===== config.mk =====
export PLATFORM = sky130hd
export DESIGN_NAME = dispatch_unit_mq_flat
export DESIGN_NICKNAME = d
export VERILOG_FILES = /design/src/rtl/dispatch_unit_mq_if.sv /design/src/rtl/dispatch_unit_mq.sv /design/src/flat_wrapper.sv
export SDC_FILE = /design/constraint.sdc
export NUM_CORES = 1
export LEC_CHECK = 0
export CORE_AREA = 2 2 160 162
export CTS_CLUSTER_SIZE = 24
export DETAILED_ROUTE_END_ITERATION = 6
export DIE_AREA = 0 0 162 164
export HOLD_SLACK_MARGIN = 0.02
export PLACE_DENSITY = 0.78
export SLEW_MARGIN = 20
export SYNTH_ARGS = -nofsm -noshare
export SYNTH_HDL_FRONTEND = slang
export SYNTH_SLANG_ARGS = --single-unit
export TNS_END_PERCENT = 5

===== constraint.sdc =====
create_clock -name clock -period 4.1 [get_ports clock]
set_clock_uncertainty 0.05 [all_clocks]
set_input_delay 0.41 -clock clock [delete_from_list [all_inputs] [get_ports clock]]
set_output_delay 0.41 -clock clock [all_outputs]
set_load 0.03 [all_outputs]

===== src/rtl/dispatch_unit_mq_if.sv =====
// dispatch_unit_mq_if: IFQ, rename, CDB and issue-queue signals around the dispatch stage
interface dispatch_unit_mq_if #(
  parameter int NUM_INT = 2,
  parameter int TAG_W = 5,
  parameter int DATA_W = 32
);
  logic [31:0] ifetch_intruction;
  logic [31:0] ifetch_pc_4;
  logic ifetch_empty;
  logic Dispatch_ren;
  logic Dispatch_jmp;
  logic [31:0] Dispatch_jmp_addr;
  logic tag_empty;
  logic [TAG_W-1:0] tag_in;
  logic rob_full;
  logic tag_ren;
  logic [4:0] rs_addr;
  logic [4:0] rt_addr;
  logic rs_ready;
  logic [DATA_W-1:0] rs_value;
  logic [TAG_W-1:0] rs_tag_in;
  logic rt_ready;
  logic [DATA_W-1:0] rt_value;
  logic [TAG_W-1:0] rt_tag_in;
  logic Cdb_valid;
  logic [TAG_W-1:0] Cdb_rd_tag;
  logic [DATA_W-1:0] Cdb_data;
  logic flush;
  logic [DATA_W-1:0] dispatch_rs_data;
  logic [DATA_W-1:0] dispatch_rt_data;
  logic dispatch_rs_data_valid;
  logic dispatch_rt_data_valid;
  logic [TAG_W-1:0] dispatch_rs_tag;
  logic [TAG_W-1:0] dispatch_rt_tag;
  logic [TAG_W-1:0] dispatch_rd_tag;
  logic [4:0] dispatch_rd_reg;
  logic [31:0] dispatch_pc;
  logic [NUM_INT-1:0] dispatch_en_integer;
  logic [NUM_INT-1:0] issueque_integer_full;
  logic [3:0] dispatch_opcode;
  logic [4:0] dispatch_shfamt;
  logic [31:0] dispatch_branch_addr;
  logic dispatch_en_ld_st;
  logic issueque_full_ld_st;
  logic dispatch_opcode_ld_st;
  logic [15:0] dispatch_imm_ld_st;
  logic dispatch_en_mul;
  logic issueque_mul_full;
  modport master (
    input ifetch_intruction, ifetch_pc_4, ifetch_empty, tag_empty, tag_in, rob_full,
    input rs_ready, rs_value, rs_tag_in, rt_ready, rt_value, rt_tag_in,
    input Cdb_valid, Cdb_rd_tag, Cdb_data, flush,
    input issueque_integer_full, issueque_full_ld_st, issueque_mul_full,
    output Dispatch_ren, Dispatch_jmp, Dispatch_jmp_addr, tag_ren, rs_addr, rt_addr,
    output dispatch_rs_data, dispatch_rt_data, dispatch_rs_data_valid, dispatch_rt_data_valid,
    output dispatch_rs_tag, dispatch_rt_tag, dispatch_rd_tag, dispatch_rd_reg, dispatch_pc,
    output dispatch_en_integer, dispatch_opcode, dispatch_shfamt, dispatch_branch_addr,
    output dispatch_en_ld_st, dispatch_opcode_ld_st, dispatch_imm_ld_st, dispatch_en_mul
  );
  modport slave (
    output ifetch_intruction, ifetch_pc_4, ifetch_empty, tag_empty, tag_in, rob_full,
    output rs_ready, rs_value, rs_tag_in, rt_ready, rt_value, rt_tag_in,
    output Cdb_valid, Cdb_rd_tag, Cdb_data, flush,
    output issueque_integer_full, issueque_full_ld_st, issueque_mul_full,
    input Dispatch_ren, Dispatch_jmp, Dispatch_jmp_addr, tag_ren, rs_addr, rt_addr,
    input dispatch_rs_data, dispatch_rt_data, dispatch_rs_data_valid, dispatch_rt_data_valid,
    input dispatch_rs_tag, dispatch_rt_tag, dispatch_rd_tag, dispatch_rd_reg, dispatch_pc,
    input dispatch_en_integer, dispatch_opcode, dispatch_shfamt, dispatch_branch_addr,
    input dispatch_en_ld_st, dispatch_opcode_ld_st, dispatch_imm_ld_st, dispatch_en_mul
  );
endinterface


===== src/rtl/dispatch_unit_mq.sv =====
// dispatch_unit_mq: in-order decode/rename/issue stage feeding integer, ld/st and mul queues
module dispatch_unit_mq #(
  parameter int NUM_INT = 2,
  parameter int TAG_W = 5,
  parameter int DATA_W = 32
) (
  input logic clock,
  input logic reset,
  dispatch_unit_mq_if.master bus
);
  localparam int IW = NUM_INT > 1 ? $clog2(NUM_INT) : 1;
  logic [31:0] instr;
  logic [5:0] op;
  logic [5:0] funct;
  logic is_int;
  logic is_ldst;
  logic is_mul;
  logic is_j;
  logic queued;
  logic res_ok;
  logic accept;
  logic found;
  logic imm_rt;
  logic [3:0] opc;
  logic [4:0] rd;
  logic [IW-1:0] rr_last;
  logic [IW-1:0] sel;
  logic [IW-1:0] idx;
  logic [NUM_INT-1:0] sel_oh;
  logic jmp_bubble;
  logic [DATA_W-1:0] imm_ext;
  logic [DATA_W-1:0] rs_d;
  logic [DATA_W-1:0] rt_d;
  logic rs_v;
  logic rt_v;
  logic [TAG_W-1:0] rs_t;
  logic [TAG_W-1:0] rt_t;
  assign instr = bus.ifetch_intruction;
  assign op = instr[31:26];
  assign funct = instr[5:0];
  assign is_mul = op == 6'h00 && funct == 6'h18;
  assign is_ldst = op == 6'h23 || op == 6'h2B;
  assign is_j = op == 6'h02;
  assign queued = is_int | is_ldst | is_mul;
  always_comb begin
    is_int = 1'b1;
    opc = 4'd0;
    rd = instr[15:11];
    imm_rt = 1'b0;
    case (op)
      6'h00:
        case (funct)
          6'h20: opc = 4'd0;
          6'h22: opc = 4'd1;
          6'h24: opc = 4'd2;
          6'h25: opc = 4'd3;
          6'h2A: opc = 4'd4;
          6'h00: opc = 4'd5;
          6'h02: opc = 4'd6;
          default: is_int = 1'b0;
        endcase
      6'h08: begin opc = 4'd8; rd = instr[20:16]; imm_rt = 1'b1; end
      6'h0C: begin opc = 4'd9; rd = instr[20:16]; imm_rt = 1'b1; end
      6'h0D: begin opc = 4'd10; rd = instr[20:16]; imm_rt = 1'b1; end
      6'h04: begin opc = 4'd11; rd = 5'd0; end
      6'h23: begin is_int = 1'b0; rd = instr[20:16]; end
      default: begin is_int = 1'b0; rd = 5'd0; end
    endcase
  end
  always_comb begin
    found = 1'b0;
    sel = rr_last;
    idx = '0;
    for (int i = 1; i <= NUM_INT; i++) begin
      idx = IW'((int'(rr_last) + i) % NUM_INT);
      if (!found && !bus.issueque_integer_full[idx]) begin
        found = 1'b1;
        sel = idx;
      end
    end
    sel_oh = NUM_INT'(1) << sel;
  end
  assign imm_ext = op == 6'h08 ? {{(DATA_W-16){instr[15]}}, instr[15:0]} : {{(DATA_W-16){1'b0}}, instr[15:0]};
  assign rs_v = bus.rs_ready | (bus.Cdb_valid && bus.Cdb_rd_tag == bus.rs_tag_in);
  assign rs_d = bus.rs_ready ? bus.rs_value : rs_v ? bus.Cdb_data : '0;
  assign rs_t = rs_v ? '0 : bus.rs_tag_in;
  assign rt_v = imm_rt | bus.rt_ready | (bus.Cdb_valid && bus.Cdb_rd_tag == bus.rt_tag_in);
  assign rt_d = imm_rt ? imm_ext : bus.rt_ready ? bus.rt_value : rt_v ? bus.Cdb_data : '0;
  assign rt_t = rt_v ? '0 : bus.rt_tag_in;
  assign res_ok = !bus.tag_empty && !bus.rob_full && (is_int ? found : is_ldst ? !bus.issueque_full_ld_st : !bus.issueque_mul_full);
  assign accept = !reset && !bus.ifetch_empty && !bus.flush && !jmp_bubble && (!queued || res_ok);
  assign bus.Dispatch_ren = accept;
  assign bus.tag_ren = accept & queued;
  assign bus.rs_addr = instr[25:21];
  assign bus.rt_addr = instr[20:16];
  assign bus.Dispatch_jmp = jmp_bubble;
  always_ff @(posedge clock) begin
    if (reset) begin
      bus.dispatch_en_integer <= '0;
      bus.dispatch_en_ld_st <= 1'b0;
      bus.dispatch_en_mul <= 1'b0;
      jmp_bubble <= 1'b0;
      bus.Dispatch_jmp_addr <= '0;
      rr_last <= IW'(NUM_INT - 1);
      bus.dispatch_rs_data <= '0;
      bus.dispatch_rt_data <= '0;
      bus.dispatch_rs_data_valid <= 1'b0;
      bus.dispatch_rt_data_valid <= 1'b0;
      bus.dispatch_rs_tag <= '0;
      bus.dispatch_rt_tag <= '0;
      bus.dispatch_rd_tag <= '0;
      bus.dispatch_rd_reg <= '0;
      bus.dispatch_pc <= '0;
      bus.dispatch_opcode <= '0;
      bus.dispatch_shfamt <= '0;
      bus.dispatch_branch_addr <= '0;
      bus.dispatch_opcode_ld_st <= 1'b0;
      bus.dispatch_imm_ld_st <= '0;
    end else begin
      bus.dispatch_en_integer <= accept && is_int ? sel_oh : '0;
      bus.dispatch_en_ld_st <= accept & is_ldst;
      bus.dispatch_en_mul <= accept & is_mul;
      jmp_bubble <= accept & is_j;
      if (accept && is_j)
        bus.Dispatch_jmp_addr <= {bus.ifetch_pc_4[31:28], instr[25:0], 2'b00};
      if (accept && is_int)
        rr_last <= sel;
      if (accept && queued) begin
        bus.dispatch_rs_data <= rs_d;
        bus.dispatch_rt_data <= rt_d;
        bus.dispatch_rs_data_valid <= rs_v;
        bus.dispatch_rt_data_valid <= rt_v;
        bus.dispatch_rs_tag <= rs_t;
        bus.dispatch_rt_tag <= rt_t;
        bus.dispatch_rd_tag <= bus.tag_in;
        bus.dispatch_rd_reg <= rd;
        bus.dispatch_pc <= bus.ifetch_pc_4;
        bus.dispatch_opcode <= opc;
        bus.dispatch_shfamt <= instr[10:6];
        bus.dispatch_branch_addr <= bus.ifetch_pc_4 + {{14{instr[15]}}, instr[15:0], 2'b00};
        bus.dispatch_opcode_ld_st <= op == 6'h2B;
        bus.dispatch_imm_ld_st <= instr[15:0];
      end
    end
  end
endmodule


===== src/flat_wrapper.sv =====
// flat-port wrapper written by rule: the top's interface ports become plain ports
module dispatch_unit_mq_flat 
#(
  parameter int NUM_INT = 2,
  parameter int TAG_W = 5,
  parameter int DATA_W = 32
)
  (clock, reset, bus_ifetch_intruction, bus_ifetch_pc_4, bus_ifetch_empty, bus_tag_empty, bus_tag_in, bus_rob_full, bus_rs_ready, bus_rs_value, bus_rs_tag_in, bus_rt_ready, bus_rt_value, bus_rt_tag_in, bus_Cdb_valid, bus_Cdb_rd_tag, bus_Cdb_data, bus_flush, bus_issueque_integer_full, bus_issueque_full_ld_st, bus_issueque_mul_full, bus_Dispatch_ren, bus_Dispatch_jmp, bus_Dispatch_jmp_addr, bus_tag_ren, bus_rs_addr, bus_rt_addr, bus_dispatch_rs_data, bus_dispatch_rt_data, bus_dispatch_rs_data_valid, bus_dispatch_rt_data_valid, bus_dispatch_rs_tag, bus_dispatch_rt_tag, bus_dispatch_rd_tag, bus_dispatch_rd_reg, bus_dispatch_pc, bus_dispatch_en_integer, bus_dispatch_opcode, bus_dispatch_shfamt, bus_dispatch_branch_addr, bus_dispatch_en_ld_st, bus_dispatch_opcode_ld_st, bus_dispatch_imm_ld_st, bus_dispatch_en_mul);
  dispatch_unit_mq_if #(.NUM_INT(NUM_INT), .TAG_W(TAG_W), .DATA_W(DATA_W)) bus_i ();
  input logic clock;
  input logic reset;
  input wire logic [$bits(bus_i.ifetch_intruction)-1:0] bus_ifetch_intruction;
  input wire logic [$bits(bus_i.ifetch_pc_4)-1:0] bus_ifetch_pc_4;
  input wire logic [$bits(bus_i.ifetch_empty)-1:0] bus_ifetch_empty;
  input wire logic [$bits(bus_i.tag_empty)-1:0] bus_tag_empty;
  input wire logic [$bits(bus_i.tag_in)-1:0] bus_tag_in;
  input wire logic [$bits(bus_i.rob_full)-1:0] bus_rob_full;
  input wire logic [$bits(bus_i.rs_ready)-1:0] bus_rs_ready;
  input wire logic [$bits(bus_i.rs_value)-1:0] bus_rs_value;
  input wire logic [$bits(bus_i.rs_tag_in)-1:0] bus_rs_tag_in;
  input wire logic [$bits(bus_i.rt_ready)-1:0] bus_rt_ready;
  input wire logic [$bits(bus_i.rt_value)-1:0] bus_rt_value;
  input wire logic [$bits(bus_i.rt_tag_in)-1:0] bus_rt_tag_in;
  input wire logic [$bits(bus_i.Cdb_valid)-1:0] bus_Cdb_valid;
  input wire logic [$bits(bus_i.Cdb_rd_tag)-1:0] bus_Cdb_rd_tag;
  input wire logic [$bits(bus_i.Cdb_data)-1:0] bus_Cdb_data;
  input wire logic [$bits(bus_i.flush)-1:0] bus_flush;
  input wire logic [$bits(bus_i.issueque_integer_full)-1:0] bus_issueque_integer_full;
  input wire logic [$bits(bus_i.issueque_full_ld_st)-1:0] bus_issueque_full_ld_st;
  input wire logic [$bits(bus_i.issueque_mul_full)-1:0] bus_issueque_mul_full;
  output wire logic [$bits(bus_i.Dispatch_ren)-1:0] bus_Dispatch_ren;
  output wire logic [$bits(bus_i.Dispatch_jmp)-1:0] bus_Dispatch_jmp;
  output wire logic [$bits(bus_i.Dispatch_jmp_addr)-1:0] bus_Dispatch_jmp_addr;
  output wire logic [$bits(bus_i.tag_ren)-1:0] bus_tag_ren;
  output wire logic [$bits(bus_i.rs_addr)-1:0] bus_rs_addr;
  output wire logic [$bits(bus_i.rt_addr)-1:0] bus_rt_addr;
  output wire logic [$bits(bus_i.dispatch_rs_data)-1:0] bus_dispatch_rs_data;
  output wire logic [$bits(bus_i.dispatch_rt_data)-1:0] bus_dispatch_rt_data;
  output wire logic [$bits(bus_i.dispatch_rs_data_valid)-1:0] bus_dispatch_rs_data_valid;
  output wire logic [$bits(bus_i.dispatch_rt_data_valid)-1:0] bus_dispatch_rt_data_valid;
  output wire logic [$bits(bus_i.dispatch_rs_tag)-1:0] bus_dispatch_rs_tag;
  output wire logic [$bits(bus_i.dispatch_rt_tag)-1:0] bus_dispatch_rt_tag;
  output wire logic [$bits(bus_i.dispatch_rd_tag)-1:0] bus_dispatch_rd_tag;
  output wire logic [$bits(bus_i.dispatch_rd_reg)-1:0] bus_dispatch_rd_reg;
  output wire logic [$bits(bus_i.dispatch_pc)-1:0] bus_dispatch_pc;
  output wire logic [$bits(bus_i.dispatch_en_integer)-1:0] bus_dispatch_en_integer;
  output wire logic [$bits(bus_i.dispatch_opcode)-1:0] bus_dispatch_opcode;
  output wire logic [$bits(bus_i.dispatch_shfamt)-1:0] bus_dispatch_shfamt;
  output wire logic [$bits(bus_i.dispatch_branch_addr)-1:0] bus_dispatch_branch_addr;
  output wire logic [$bits(bus_i.dispatch_en_ld_st)-1:0] bus_dispatch_en_ld_st;
  output wire logic [$bits(bus_i.dispatch_opcode_ld_st)-1:0] bus_dispatch_opcode_ld_st;
  output wire logic [$bits(bus_i.dispatch_imm_ld_st)-1:0] bus_dispatch_imm_ld_st;
  output wire logic [$bits(bus_i.dispatch_en_mul)-1:0] bus_dispatch_en_mul;
  assign bus_i.ifetch_intruction = bus_ifetch_intruction;
  assign bus_i.ifetch_pc_4 = bus_ifetch_pc_4;
  assign bus_i.ifetch_empty = bus_ifetch_empty;
  assign bus_i.tag_empty = bus_tag_empty;
  assign bus_i.tag_in = bus_tag_in;
  assign bus_i.rob_full = bus_rob_full;
  assign bus_i.rs_ready = bus_rs_ready;
  assign bus_i.rs_value = bus_rs_value;
  assign bus_i.rs_tag_in = bus_rs_tag_in;
  assign bus_i.rt_ready = bus_rt_ready;
  assign bus_i.rt_value = bus_rt_value;
  assign bus_i.rt_tag_in = bus_rt_tag_in;
  assign bus_i.Cdb_valid = bus_Cdb_valid;
  assign bus_i.Cdb_rd_tag = bus_Cdb_rd_tag;
  assign bus_i.Cdb_data = bus_Cdb_data;
  assign bus_i.flush = bus_flush;
  assign bus_i.issueque_integer_full = bus_issueque_integer_full;
  assign bus_i.issueque_full_ld_st = bus_issueque_full_ld_st;
  assign bus_i.issueque_mul_full = bus_issueque_mul_full;
  assign bus_Dispatch_ren = bus_i.Dispatch_ren;
  assign bus_Dispatch_jmp = bus_i.Dispatch_jmp;
  assign bus_Dispatch_jmp_addr = bus_i.Dispatch_jmp_addr;
  assign bus_tag_ren = bus_i.tag_ren;
  assign bus_rs_addr = bus_i.rs_addr;
  assign bus_rt_addr = bus_i.rt_addr;
  assign bus_dispatch_rs_data = bus_i.dispatch_rs_data;
  assign bus_dispatch_rt_data = bus_i.dispatch_rt_data;
  assign bus_dispatch_rs_data_valid = bus_i.dispatch_rs_data_valid;
  assign bus_dispatch_rt_data_valid = bus_i.dispatch_rt_data_valid;
  assign bus_dispatch_rs_tag = bus_i.dispatch_rs_tag;
  assign bus_dispatch_rt_tag = bus_i.dispatch_rt_tag;
  assign bus_dispatch_rd_tag = bus_i.dispatch_rd_tag;
  assign bus_dispatch_rd_reg = bus_i.dispatch_rd_reg;
  assign bus_dispatch_pc = bus_i.dispatch_pc;
  assign bus_dispatch_en_integer = bus_i.dispatch_en_integer;
  assign bus_dispatch_opcode = bus_i.dispatch_opcode;
  assign bus_dispatch_shfamt = bus_i.dispatch_shfamt;
  assign bus_dispatch_branch_addr = bus_i.dispatch_branch_addr;
  assign bus_dispatch_en_ld_st = bus_i.dispatch_en_ld_st;
  assign bus_dispatch_opcode_ld_st = bus_i.dispatch_opcode_ld_st;
  assign bus_dispatch_imm_ld_st = bus_i.dispatch_imm_ld_st;
  assign bus_dispatch_en_mul = bus_i.dispatch_en_mul;
  dispatch_unit_mq #(.NUM_INT(NUM_INT), .TAG_W(TAG_W), .DATA_W(DATA_W)) u_core (.clock(clock), .reset(reset), .bus(bus_i));
endmodule

# ---- After elaboration in Yosys (flattened, before gate mapping)
# Cells that the tools add are included.
dict set report word_totals {
  reg_bits 212
  inputBits 193
  output_inout_bits 225
}
dict set report classes {
  n_lt_le_gt_ge 2
  n_shift 1
  muxes 24
  bitwise 10
  n_reduce_logical 32
  n_addsub 3
  n_eq_ne 16
}
# operator count
set op_table {}
lappend op_table {{2-to-1 mux 32 bit} 6}
lappend op_table {{equality test 6 bit (second input constant)} 7}
lappend op_table {{adder 32 bit} 1}
lappend op_table {{one-hot mux 4 bit (5 select lines)} 1}
lappend op_table {{equality test 6 x 4 -> 1 bit (second input constant)} 3}
lappend op_table {{one-hot mux 3 bit (6 select lines)} 1}
lappend op_table {{logical AND 1 bit} 13}
lappend op_table {{equality test 6 x 2 -> 1 bit (second input constant)} 2}
lappend op_table {{zero test 6 bit} 2}
lappend op_table {{2-to-1 mux 1 bit} 12}
lappend op_table {{equality test 5 bit} 2}
lappend op_table {{zero test 1 bit} 10}
lappend op_table {{2-to-1 mux 5 bit} 2}
lappend op_table {{one-hot mux 5 bit (2 select lines)} 1}
lappend op_table {{OR reduction 4 bit} 2}
lappend op_table {{OR reduction 7 bit} 1}
lappend op_table {{equality test 6 x 3 -> 1 bit (second input constant)} 1}
lappend op_table {{equality test 6 x 5 -> 1 bit (second input constant)} 1}
lappend op_table {{OR 1 bit} 5}
lappend op_table {{AND 1 bit} 4}
lappend op_table {{less-than comparator 1 x 2 -> 1 bit (second input constant)} 2}
lappend op_table {{OR reduction 3 bit} 1}
lappend op_table {{adder 1 bit (second input constant)} 2}
lappend op_table {{logical OR 1 bit} 2}
lappend op_table {{other kinds (4)} 4}

# ---- Longest topological paths before layout
# Gate-level depths: netlist (run 1).
dict set report depth {
  word_depth 13
  depth_mapped 11
}

# ---- Worst setup path after synthesis (run 1)
# Ideal clock, no wire load.
dict set report synth_timing {
  path_kind {in2reg}
  start {input port bus_ifetch_pc_4[9]}
  end {register u_core.bus.dispatch_branch_addr[24]}
  arrival_ns 2.468
  setup_ns 0.074
  cell_stages 10
  t_required_ns 3.976
  slack_ns 1.508
  cell_sequence {ha_1 buf_2 a21o_1 or3_1 o21ai_1 o21ai_1 a2111oi_2 o21ai_0 xnor2_1 o21ai_0}
}
dict set report synth_via {
  elab_chain_cells 1
}
# element line
set synth_rtl {}
lappend synth_rtl {{start, declared} flat_wrapper.sv:13} ;# input wire logic [$bits(bus_i.ifetch_pc_4)-1:0] bus_ifetch_pc_4;
lappend synth_rtl {{adder 32 bit} dispatch_unit_mq.sv:140} ;# bus.dispatch_branch_addr <= bus.ifetch_pc_4 + {{14{instr[15]}}, instr[15:0], 2'b00};
lappend synth_rtl {{end signal, assigned} dispatch_unit_mq.sv:140}
lappend synth_rtl {{end, declared} dispatch_unit_mq_if.sv:57} ;# output dispatch_en_integer, dispatch_opcode, dispatch_shfamt, dispatch_branch_addr,
# No other way between the ends.
# A chain may end at the register's enable or synchronous reset.

# ---- Worst setup path in the final report (run 1)
dict set report layout_timing {
  start {input port bus_ifetch_intruction[27]}
  end {output port bus_Dispatch_ren}
}
dict set report layout_via {
  elab_chain_cells 8
  word_cells_on_any_way 19
}
# element line
set layout_rtl {}
lappend layout_rtl {{start, declared} flat_wrapper.sv:12} ;# input wire logic [$bits(bus_i.ifetch_intruction)-1:0] bus_ifetch_intruction;
lappend layout_rtl {{equality test 6 x 3 -> 1 bit / equality test 6 x 4 -> 1 bit (equally long branches)} dispatch_unit_mq.sv:50} ;# case (op)
lappend layout_rtl {{OR reduction 4 bit (no source line)} --}
lappend layout_rtl {{one-hot mux 1 bit (2 select lines)} dispatch_unit_mq.sv:50}
lappend layout_rtl {{OR 1 bit (2 in series)} dispatch_unit_mq.sv:44} ;# assign queued = is_int | is_ldst | is_mul;
lappend layout_rtl {{zero test 1 bit} dispatch_unit_mq.sv:91} ;# assign accept = !reset && !bus.ifetch_empty && !bus.flush && !jmp_bubble && (!queued || res_ok);
lappend layout_rtl {{logical OR 1 bit *} dispatch_unit_mq.sv:91}
lappend layout_rtl {{logical AND 1 bit *} dispatch_unit_mq.sv:91}
lappend layout_rtl {{end, declared} flat_wrapper.sv:31} ;# output wire logic [$bits(bus_i.Dispatch_ren)-1:0] bus_Dispatch_ren;
# Every way passes the cells marked *; elsewhere a longest branch is shown, timed or not.

==> impl_metrics.json, run 1 <==
{
  "reg.largest.list": "u_core.bus.dispatch_branch_addr (32), u_core.bus.dispatch_rs_data (32), u_core.bus.dispatch_rt_data (32)",
  "vias": 10530,
  "ys_seq_elements": 205,
  "vdd_drop_max_mv": 0.3276,
  "fillerInstances": 2160,
  "clock_path_buffers": 3,
  "tightest_slew_ns": 1.075,
  "required_ns": 3.64,
  "gp_congestion": 0.9051,
  "max_slew_margin_pct": 28.06,
  "core_area_um2": 24820,
  "die_h_um": 164,
  "postCtsResizedCells": 0,
  "tns_ns": 0,
  "ff_latch_area_um2": 4104,
  "hold_viol": 0,
  "ys_warn_count": 0,
  "cap_viol_max_count": 0,
  "ys_seq_area_share_pct": 39.99,
  "rrSetupSlack_ns": 1.72,
  "routed_via_density": 5.365,
  "synthTopCellsByArea": "dfxtp_1 (40%), a21oi_1 (9.0%), nand2_1 (6.5%)",
  "yosys.area.top_type": "dfxtp_1",
  "power.share.clock_pct": 45.4,
  "ctsRootBufferMaster": "clkbuf_16",
  "routedWlPerCell_um": 19.42,
  "power_frac_comb_pct": 14.7,
  "maxSlewViolCount": 0,
  "cts.sinks": 205,
  "ant_nets": 0,
  "htreeDepth": 1,
  "die_area_um2": 26570,
  "overflow": 0,
  "drive_gt1_share_pct": 6.124,
  "p_sw_w": 0.001242,
  "async_flop_share_pct": 0,
  "whs_ns": 0.2691,
  "grt_pass1_vias": 10130,
  "cts_tree": "built",
  "clkSlewWorstSetupHoldPaths_ns": 0.06,
  "grt_antenna_before_repair": 0,
  "grt_pass1_wl_um": 56720,
  "setup.worst_path.end_class": "output pin",
  "multi_input_area_um2": 5488,
  "setup_viol": 0,
  "layout_worst_path_cycle_share_pct": 91.78,
  "status": "finished, final reports clean",
  "drcViolationCount": 0,
  "rsz0062_at_grt": "false",
  "io_buffer_count": 415,
  "start_util_pct": 41.35,
  "area_growth_pct": 49.22,
  "synth_edf_count": 0,
  "seqPwrFrac_pct": 40.0,
  "drt_iter0_markers": 899,
  "p_int_w": 0.003752,
  "synth_top_area_share_pct": 39.99,
  "grt_max_degree": 115,
  "path_class": "in -> out",
  "diodes": 0,
  "power_density_nw_per_um2": 326.1,
  "hold_class": "in -> reg",
  "place.detailed.hpwl_um": 28120,
  "syn_inst": 1264,
  "min_period_ns": 3.763,
  "io_pins": 418,
  "syn_area_per_cell_um2": 8.119,
  "wl_um": 38120,
  "rows": 58,
  "cp_data_arrival_time_ns": 3.30,
  "sw_frac_of_total_pct": 24.87,
  "grt_usage_pct": 27.02,
  "final_nets": 1840,
  "dr.pass1.iters": 5,
  "insertion_delay_ns": 0.51,
  "netlist_area_um2": 10260,
  "start_kind": "primary input",
  "synth_most_common_cell": "dfxtp_1",
  "die_x_um": 162,
  "critPathMaxFanout": 8,
  "total_leakage_power_nw": 5.776,
  "utilization_pct": 61.70,
  "post-cts-setup-buffer-count": 0,
  "synth_ff_type": "dfxtp_1",
  "cts_hold_buf": 0,
  "ys_types": 66,
  "cts_buffers": 24,
  "synthTopCellsByCount": "dfxtp_1 (205), a21oi_1 (185), nand2_1 (178)",
  "fmax_ghz": 0.2658
}
[placed cells by master, fill, tap and decap left out, drive strengths merged, types with 6 or more instances in the layout]
cell type	count
a21o	14
nor2	152
inv	13
clkbuf	32
mux2i	63
buf	29
clkdlybuf4s50	412
nand3	17
ha	29
o21ai	28
dfxtp	205
nand4	7
a211oi	13
nor4	6
o21a	9
a21oi	185
nor3	82
a221oi	21
nand3b	8
nand2	178
o21bai	6
xnor2	17
a31oi	6
mux2	17
xor2	16
nor2b	6
[routing by layer]
layer  vias to the layer above  share of wire (%)  GRT usage (%)
li1                       5108                  -              -
met1                      4923                 41          33.62
met2                       415                 48          45.90
met3                        86                7.5          6.086
met4                         0                3.7          9.895
met5                         -                  0              0
[power by group through the flow]
stage	registers [W]	logic [W]	clock network [W]
finish	0.00200	0.000732	0.00227
CTS	0.00200	0.000725	0.00232
detailed placement	0.00204	0.000720	0
global placement	0.00204	0.000715	0
global route	0.00199	0.000786	0.00240
floorplan	0.00204	0.000377	0
[cell type report]
class | instances | area share (%)
Sequential cell | 205 | 26.80
Multi-Input combinational cell | 932 | 35.84
Inverter | 13 | 0.3350
Timing Repair Buffer | 441 | 28.77
Tap cell | 330 | 2.696
Clock inverter | 10 | 0.9151
Clock buffer | 32 | 4.649
[critical path, cell delays in order]
cell	delay, ns
clkdlybuf4s50_1	0.73
nand4b_1	0.31
o21a_1	0.27
a2111oi_0	0.48
mux2_4	0.27
o21a_4	0.16
clkdlybuf4s50_1	0.67
[final timing paths]
check / start / endpoint / depth (start not counted)
setup / recovery: bus_ifetch_intruction[27] / bus_Dispatch_ren / 7
hold / removal: reset / u_core.bus.Dispatch_jmp_addr[7] / 2
setup reg to reg: u_core.bus.Dispatch_jmp / u_core.bus.dispatch_rt_data[0] / 6
hold reg to reg: u_core.bus.dispatch_branch_addr[13] / u_core.bus.dispatch_branch_addr[13] / 2
[logic make-up after synthesis]
| kind of cell | Yosys count | synth area share [%] |
|---|---|---|
| muxes | 80 | 8.047 |
| DFF | 205 | 39.99 |
| buffers and inverters | 128 | 6.901 |
| AOI/OAI and AO/OA | 313 | 18.28 |
| and+or+nand+nor | 474 | 20.20 |
| xor gates and xnor gates | 33 | 2.816 |
| adders and majority gates | 30 | 3.731 |
| other | 1 | 0.03654 |
[stage by stage]
step	instance area, µm²	cells	setup slack (ns)	power [W]
after floorplan	10270	1265	1.508	0.002422
after global placement	14460	1921	0.5996	0.002755
after detailed placement	14460	1921	0.4112	0.002760
after CTS	15310	1963	0.3449	0.005038
after global routing	15310	1963	0.2222	0.005184
final	15310	1963	0.3372	0.004994
No activity file was read; power rests on OpenSTA's default activity.
==> run 2: changes to the inputs <==
--- a/config.mk
+++ b/config.mk
@@ -5,10 +5,10 @@
 export SDC_FILE = /design/constraint.sdc
 export NUM_CORES = 1
 export LEC_CHECK = 0
-export CORE_AREA = 2 2 160 162
+export CORE_AREA = 2 2 161 163
 export CTS_CLUSTER_SIZE = 24
 export DETAILED_ROUTE_END_ITERATION = 6
-export DIE_AREA = 0 0 162 164
+export DIE_AREA = 0 0 163 165
 export HOLD_SLACK_MARGIN = 0.02
 export PLACE_DENSITY = 0.78
 export SLEW_MARGIN = 20
==> constraint.sdc (replaced) <==
create_clock -name clock -period 4.3 [get_ports clock]
set_clock_uncertainty 0.05 [all_clocks]
set_input_delay 0.43 -clock clock [delete_from_list [all_inputs] [get_ports clock]]
set_output_delay 0.43 -clock clock [all_outputs]
set_load 0.03 [all_outputs]
==> run 2 against run 1 <==
Effect of this change:
- sequential power down 5%
- cell count about the same
- critical path type unchanged
- largest cell class unchanged
- global-route usage down 0.82 points
- first-iteration DRC count down 20%
- clock power down 3%
==> impl_metrics.json, run 2 (same netlist as run 1, synthesis figures left out) <==
{
  "final_nets": 1836,
  "htreeDepth": 1,
  "total_power_w": 0.004802,
  "drive_gt1_share_pct": 5.828,
  "drt_iter0_markers": 715,
  "postPlaceCellArea_um2": 14380,
  "min_period_ns": 3.670,
  "vias": 10520,
  "reg.largest.list": "u_core.bus.dispatch_branch_addr (32), u_core.bus.dispatch_rs_data (32), u_core.bus.dispatch_rt_data (32)",
  "insertion_delay_ns": 0.51,
  "post-cts-setup-buffer-count": 0,
  "hold_viol": 0,
  "area_growth_pct": 48.68,
  "vdd_drop_max_mv": 0.3123,
  "finish.instance_area_um2": 15260,
  "grt_max_degree": 110,
  "place_inst": 1917,
  "gp_congestion": 0.8598,
  "grt_pass1_vias": 9914,
  "fmax_ghz": 0.2725,
  "drcViolationCount": 0,
  "endpoint": "bus_Dispatch_ren",
  "cpMaxStageDelayCell": "clkdlybuf4s50_1",
  "rows": 58,
  "cp.depth": 7,
  "rsz0062_at_grt": "false",
  "io_pins": 418,
  "cap_viol_max_count": 0,
  "grt_pass1_wl_um": 55020,
  "final_cell_mix": "clkdlybuf4s50_1 (412), dfxtp_1 (205), a21oi_1 (185)",
  "utilization_pct": 60.94,
  "hold_start": "reset",
  "overflow": 0,
  "hold_class": "in -> reg",
  "clock_path_buffers": 3,
  "dr.pass1.iters": 6,
  "path_class": "in -> out",
  "start_util_pct": 40.99,
  "rrSetupSlack_ns": 1.81,
  "maxSlewViolCount": 0,
  "power_density_nw_per_um2": 314.7,
  "layout_commonest_cell": "clkdlybuf4s50_1",
  "rr_startpoint": "u_core.bus.Dispatch_jmp",
  "setup.worst_path.end_class": "output pin",
  "grt_usage_pct": 26.20,
  "wl_um": 37440,
  "cts_hold_buf": 0,
  "cts_buffers": 24,
  "cp_common_cell": "clkdlybuf4s50_1",
  "tightest_slew_ns": 1.071,
  "cp_num_buf_inv": 2,
  "grt_antenna_before_repair": 2,
  "required_ns": 3.82,
  "worstHoldPathCells": 2,
  "ctsRootBufferMaster": "clkbuf_16",
  "clkSlewWorstSetupHoldPaths_ns": 0.06,
  "routedWlPerCell_um": 19.08,
  "place.detailed.hpwl_um": 27680,
  "max_slew_margin_pct": 28.59,
  "io_buffer_count": 415,
  "rr_endpoint": "u_core.bus.dispatch_rd_reg[0]",
  "cp_data_arrival_time_ns": 3.19,
  "critPathMaxFanout": 8,
  "die_h_um": 165,
  "total_leakage_power_nw": 5.750,
  "setup_viol": 0,
  "die_x_um": 163,
  "crit_chain": "clkdlybuf4s50_1 > nand4b_1 > o21a_1 > a2111oi_0 > mux2_4 > o21a_4 > clkdlybuf4s50_1",
  "status": "finished, final reports clean",
  "core_area_um2": 25040,
  "cp-startpoint": "bus_ifetch_intruction[27]",
  "die_area_um2": 26900,
  "tns_ns": 0,
  "layout_worst_path_cycle_share_pct": 85.36,
  "ant_nets": 0,
  "max_stage_delay_ns": 0.75,
  "cts_tree": "built",
  "crit_family": "buffers and inverters",
  "cts.sinks": 205,
  "start_kind": "primary input",
  "reg2reg_depth": 5,
  "finalNonFillerCells": 1962,
  "routed_via_density": 5.359,
  "postCtsResizedCells": 0
}
[run 2: worst min-delay path by stage]
stage / to
2_1_floorplan: u_core.rr_last
3_3_place_gp: u_core.bus.dispatch_branch_addr[30]
3_5_place_dp: u_core.bus.dispatch_rs_tag[4]
4_1_cts: u_core.bus.dispatch_rs_data[14]
5_1_grt: u_core.bus.dispatch_rs_data[14]
6_report: u_core.bus.dispatch_rt_data[2]
[run 2: cell type report]
cell class,count,area [µm²]
antenna,2,5.005
clock buffer,37,760.7
clock inverter,6,111.4
fill,2139,9778
inverter,13,51.30
multi-input combinational,932,5488
sequential,205,4104
tap,330,412.9
timing repair buffer,437,4325
[run 2: worst reg2reg max path, stage by stage (launching register included)]
cell and delay [ns]:
dfxtp_1 0.32, nor4_1 0.79, nand3_4 0.18, buf_4 0.47, a221oi_1 0.45, nor3_1 0.08
[run 2: layer usage]
layer | share of wire [%] | global-route usage [%] | wire (µm) | vias to the layer above
met5 | 0 | 0 | 0 | -
met4 | 3.8 | 9.614 | 1407 | 0
met2 | 48 | 43.93 | 17970 | 434
met3 | 7.2 | 5.801 | 2713 | 82
li1 | - | - | - | 5107
met1 | 41 | 33.08 | 15350 | 4892
[run 2: power breakdown]
part	internal (W)	total [W]	switching (W)
clock	0.00139	0.00221	0.000817
sequential	0.00190	0.00190	0.00000132
combinational	0.000333	0.000691	0.000359
[run 2: through the flow]
step	worst slack, ns	hold slack [ns]
global route	0.5105	0.2313
detailed placement	0.4261	0.3930
finish	0.6297	0.2173
floorplan	1.688	0.3976
CTS	0.6593	0.2141
global placement	0.4187	0.3825
==> run 3: changes to the inputs <==
--- a/config.mk
+++ b/config.mk
@@ -10,7 +10,8 @@
 export DETAILED_ROUTE_END_ITERATION = 6
 export DIE_AREA = 0 0 163 165
 export HOLD_SLACK_MARGIN = 0.02
-export PLACE_DENSITY = 0.78
+export PLACE_DENSITY = 0.77
+export SKIP_CTS_REPAIR_TIMING = 1
 export SLEW_MARGIN = 20
 export SYNTH_ARGS = -nofsm -noshare
 export SYNTH_HDL_FRONTEND = slang
==> run 3 against run 2 <==
Effect of this change:
- critical path depth unchanged
- largest cell class unchanged
- non-clock buffer count decreased by 3
- first-iteration DRC count rose by 10%
- register-to-register slack about the same
- critical path type unchanged
- fmax fell by 4.2%
- sequential share of layout area up 0.069 points
==> impl_metrics.json, run 3 (same netlist as run 1, synthesis figures left out) <==
{
  "tns_ns": 0,
  "start_kind": "primary input",
  "die_x_um": 163,
  "cts_tree": "built",
  "overflow": 0,
  "hold_class": "in -> reg",
  "setup_viol": 0,
  "insertion_delay_ns": 0.51,
  "crit_family": "buffers and inverters",
  "reg.largest.list": "u_core.bus.dispatch_branch_addr (32), u_core.bus.dispatch_rs_data (32), u_core.bus.dispatch_rt_data (32)",
  "layout_worst_path_cycle_share_pct": 89.10,
  "finalNonFillerCells": 1958,
  "place.detailed.hpwl_um": 27900,
  "crit_chain": "clkdlybuf4s50_1 > nand4b_1 > o21a_1 > a2111oi_0 > mux2_4 > o21a_4 > clkdlybuf4s50_1",
  "cp_common_cell": "clkdlybuf4s50_1",
  "final_cell_mix": "clkdlybuf4s50_1 (412), dfxtp_1 (205), a21oi_1 (185)",
  "rows": 58,
  "gp_congestion": 0.8870,
  "final_nets": 1833,
  "cap_viol_max_count": 0,
  "grt_antenna_before_repair": 3,
  "grt_pass1_vias": 10000,
  "cts_buffers": 24,
  "vias": 10670,
  "cpMaxStageDelayCell": "clkdlybuf4s50_1",
  "layout_commonest_cell": "clkdlybuf4s50_1",
  "ant_nets": 0,
  "setup.worst_path.end_class": "output pin",
  "drive_gt1_share_pct": 5.593,
  "status": "finished, final reports clean",
  "path_class": "in -> out",
  "finish.instance_area_um2": 15220,
  "io_pins": 418,
  "max_stage_delay_ns": 0.69,
  "fin_ws_ns": 0.4685,
  "clock_path_buffers": 3,
  "vdd_drop_max_mv": 0.2583,
  "wl_um": 38010,
  "die_area_um2": 26900,
  "place_inst": 1914,
  "total_leakage_power_nw": 5.733,
  "required_ns": 3.82,
  "grt_usage_pct": 26.79,
  "postPlaceCellArea_um2": 14380,
  "maxSlewViolCount": 0,
  "die_h_um": 165,
  "grt_pass1_wl_um": 56440,
  "critPathMaxFanout": 11,
  "htreeDepth": 1,
  "routed_via_density": 5.451,
  "drcViolationCount": 0,
  "cp_data_arrival_time_ns": 3.35,
  "core_area_um2": 25040,
  "drt_iter0_markers": 787,
  "grt_max_degree": 98,
  "dp_worst_setup_slack_ns": 0.5140,
  "rsz0062_at_grt": "false",
  "io_buffer_count": 415,
  "max_slew_margin_pct": 28.27,
  "hold_viol": 0,
  "power_density_nw_per_um2": 311.7,
  "dr.pass1.iters": 5,
  "area_growth_pct": 48.31,
  "tightest_slew_ns": 1.072,
  "cp_num_buf_inv": 2,
  "cts.sinks": 205,
  "start_util_pct": 40.99,
  "fmax_ghz": 0.2610,
  "clkSlewWorstSetupHoldPaths_ns": 0.06,
  "routedWlPerCell_um": 19.41,
  "ctsRootBufferMaster": "clkbuf_16",
  "min_period_ns": 3.831
}
## run 3: final timing paths
check                                                         start                                  end  slack, ns  cells after the start
worst max-delay path                      bus_ifetch_intruction[28]                     bus_Dispatch_ren       0.47                      7
worst min-delay path                                          reset        u_core.bus.dispatch_opcode[0]       0.22                      2
worst max register to register              u_core.bus.Dispatch_jmp      u_core.bus.dispatch_rt_data[22]       1.80                      6
worst min register to register  u_core.bus.dispatch_branch_addr[13]  u_core.bus.dispatch_branch_addr[13]       0.40                      2
## run 3: report_power, final
part / internal [W] / total [W] / switching, W / leakage, nW
clock network: 0.00132 / 0.00215 / 0.000824 / 0.415
logic: 0.000332 / 0.000693 / 0.000362 / 3.67
registers: 0.00190 / 0.00190 / 0.00000131 / 1.65
total: 0.00356 / 0.00474 / 0.00119 / 5.73
## run 3: cell type report
class | instances | area [µm²]
fillers | 2191 | 9817
multi-input cells | 932 | 5488
repair buffers | 434 | 4328
flip-flops and latches | 205 | 4104
clock buffers | 34 | 709.4
well taps | 330 | 412.9
clock inverters | 9 | 123.9
inverters | 13 | 51.30
diodes | 1 | 2.502
## run 3: per-stage QoR
stage / hold WS, ns / power, W / utilization [%]
finish: 0.2239 / 0.004744 / 60.79
global placement: 0.3881 / 0.002625 / 57.45
floorplan: 0.3976 / 0.002309 / -
global route: 0.2285 / 0.004902 / 60.78
CTS: 0.2188 / 0.004769 / 60.78
detailed placement: 0.3912 / 0.002629 / 57.45
## run 3: routing by layer
layer	part of all wire (%)	vias to the layer above	wire length, µm	global-route usage, %
met5	0.061	-	23	0
met3	8.4	103	3180	7.007
met2	46	478	17670	43.61
li1	-	5090	-	-
met4	4.6	4	1740	12.19
met1	41	4999	15400	33.29
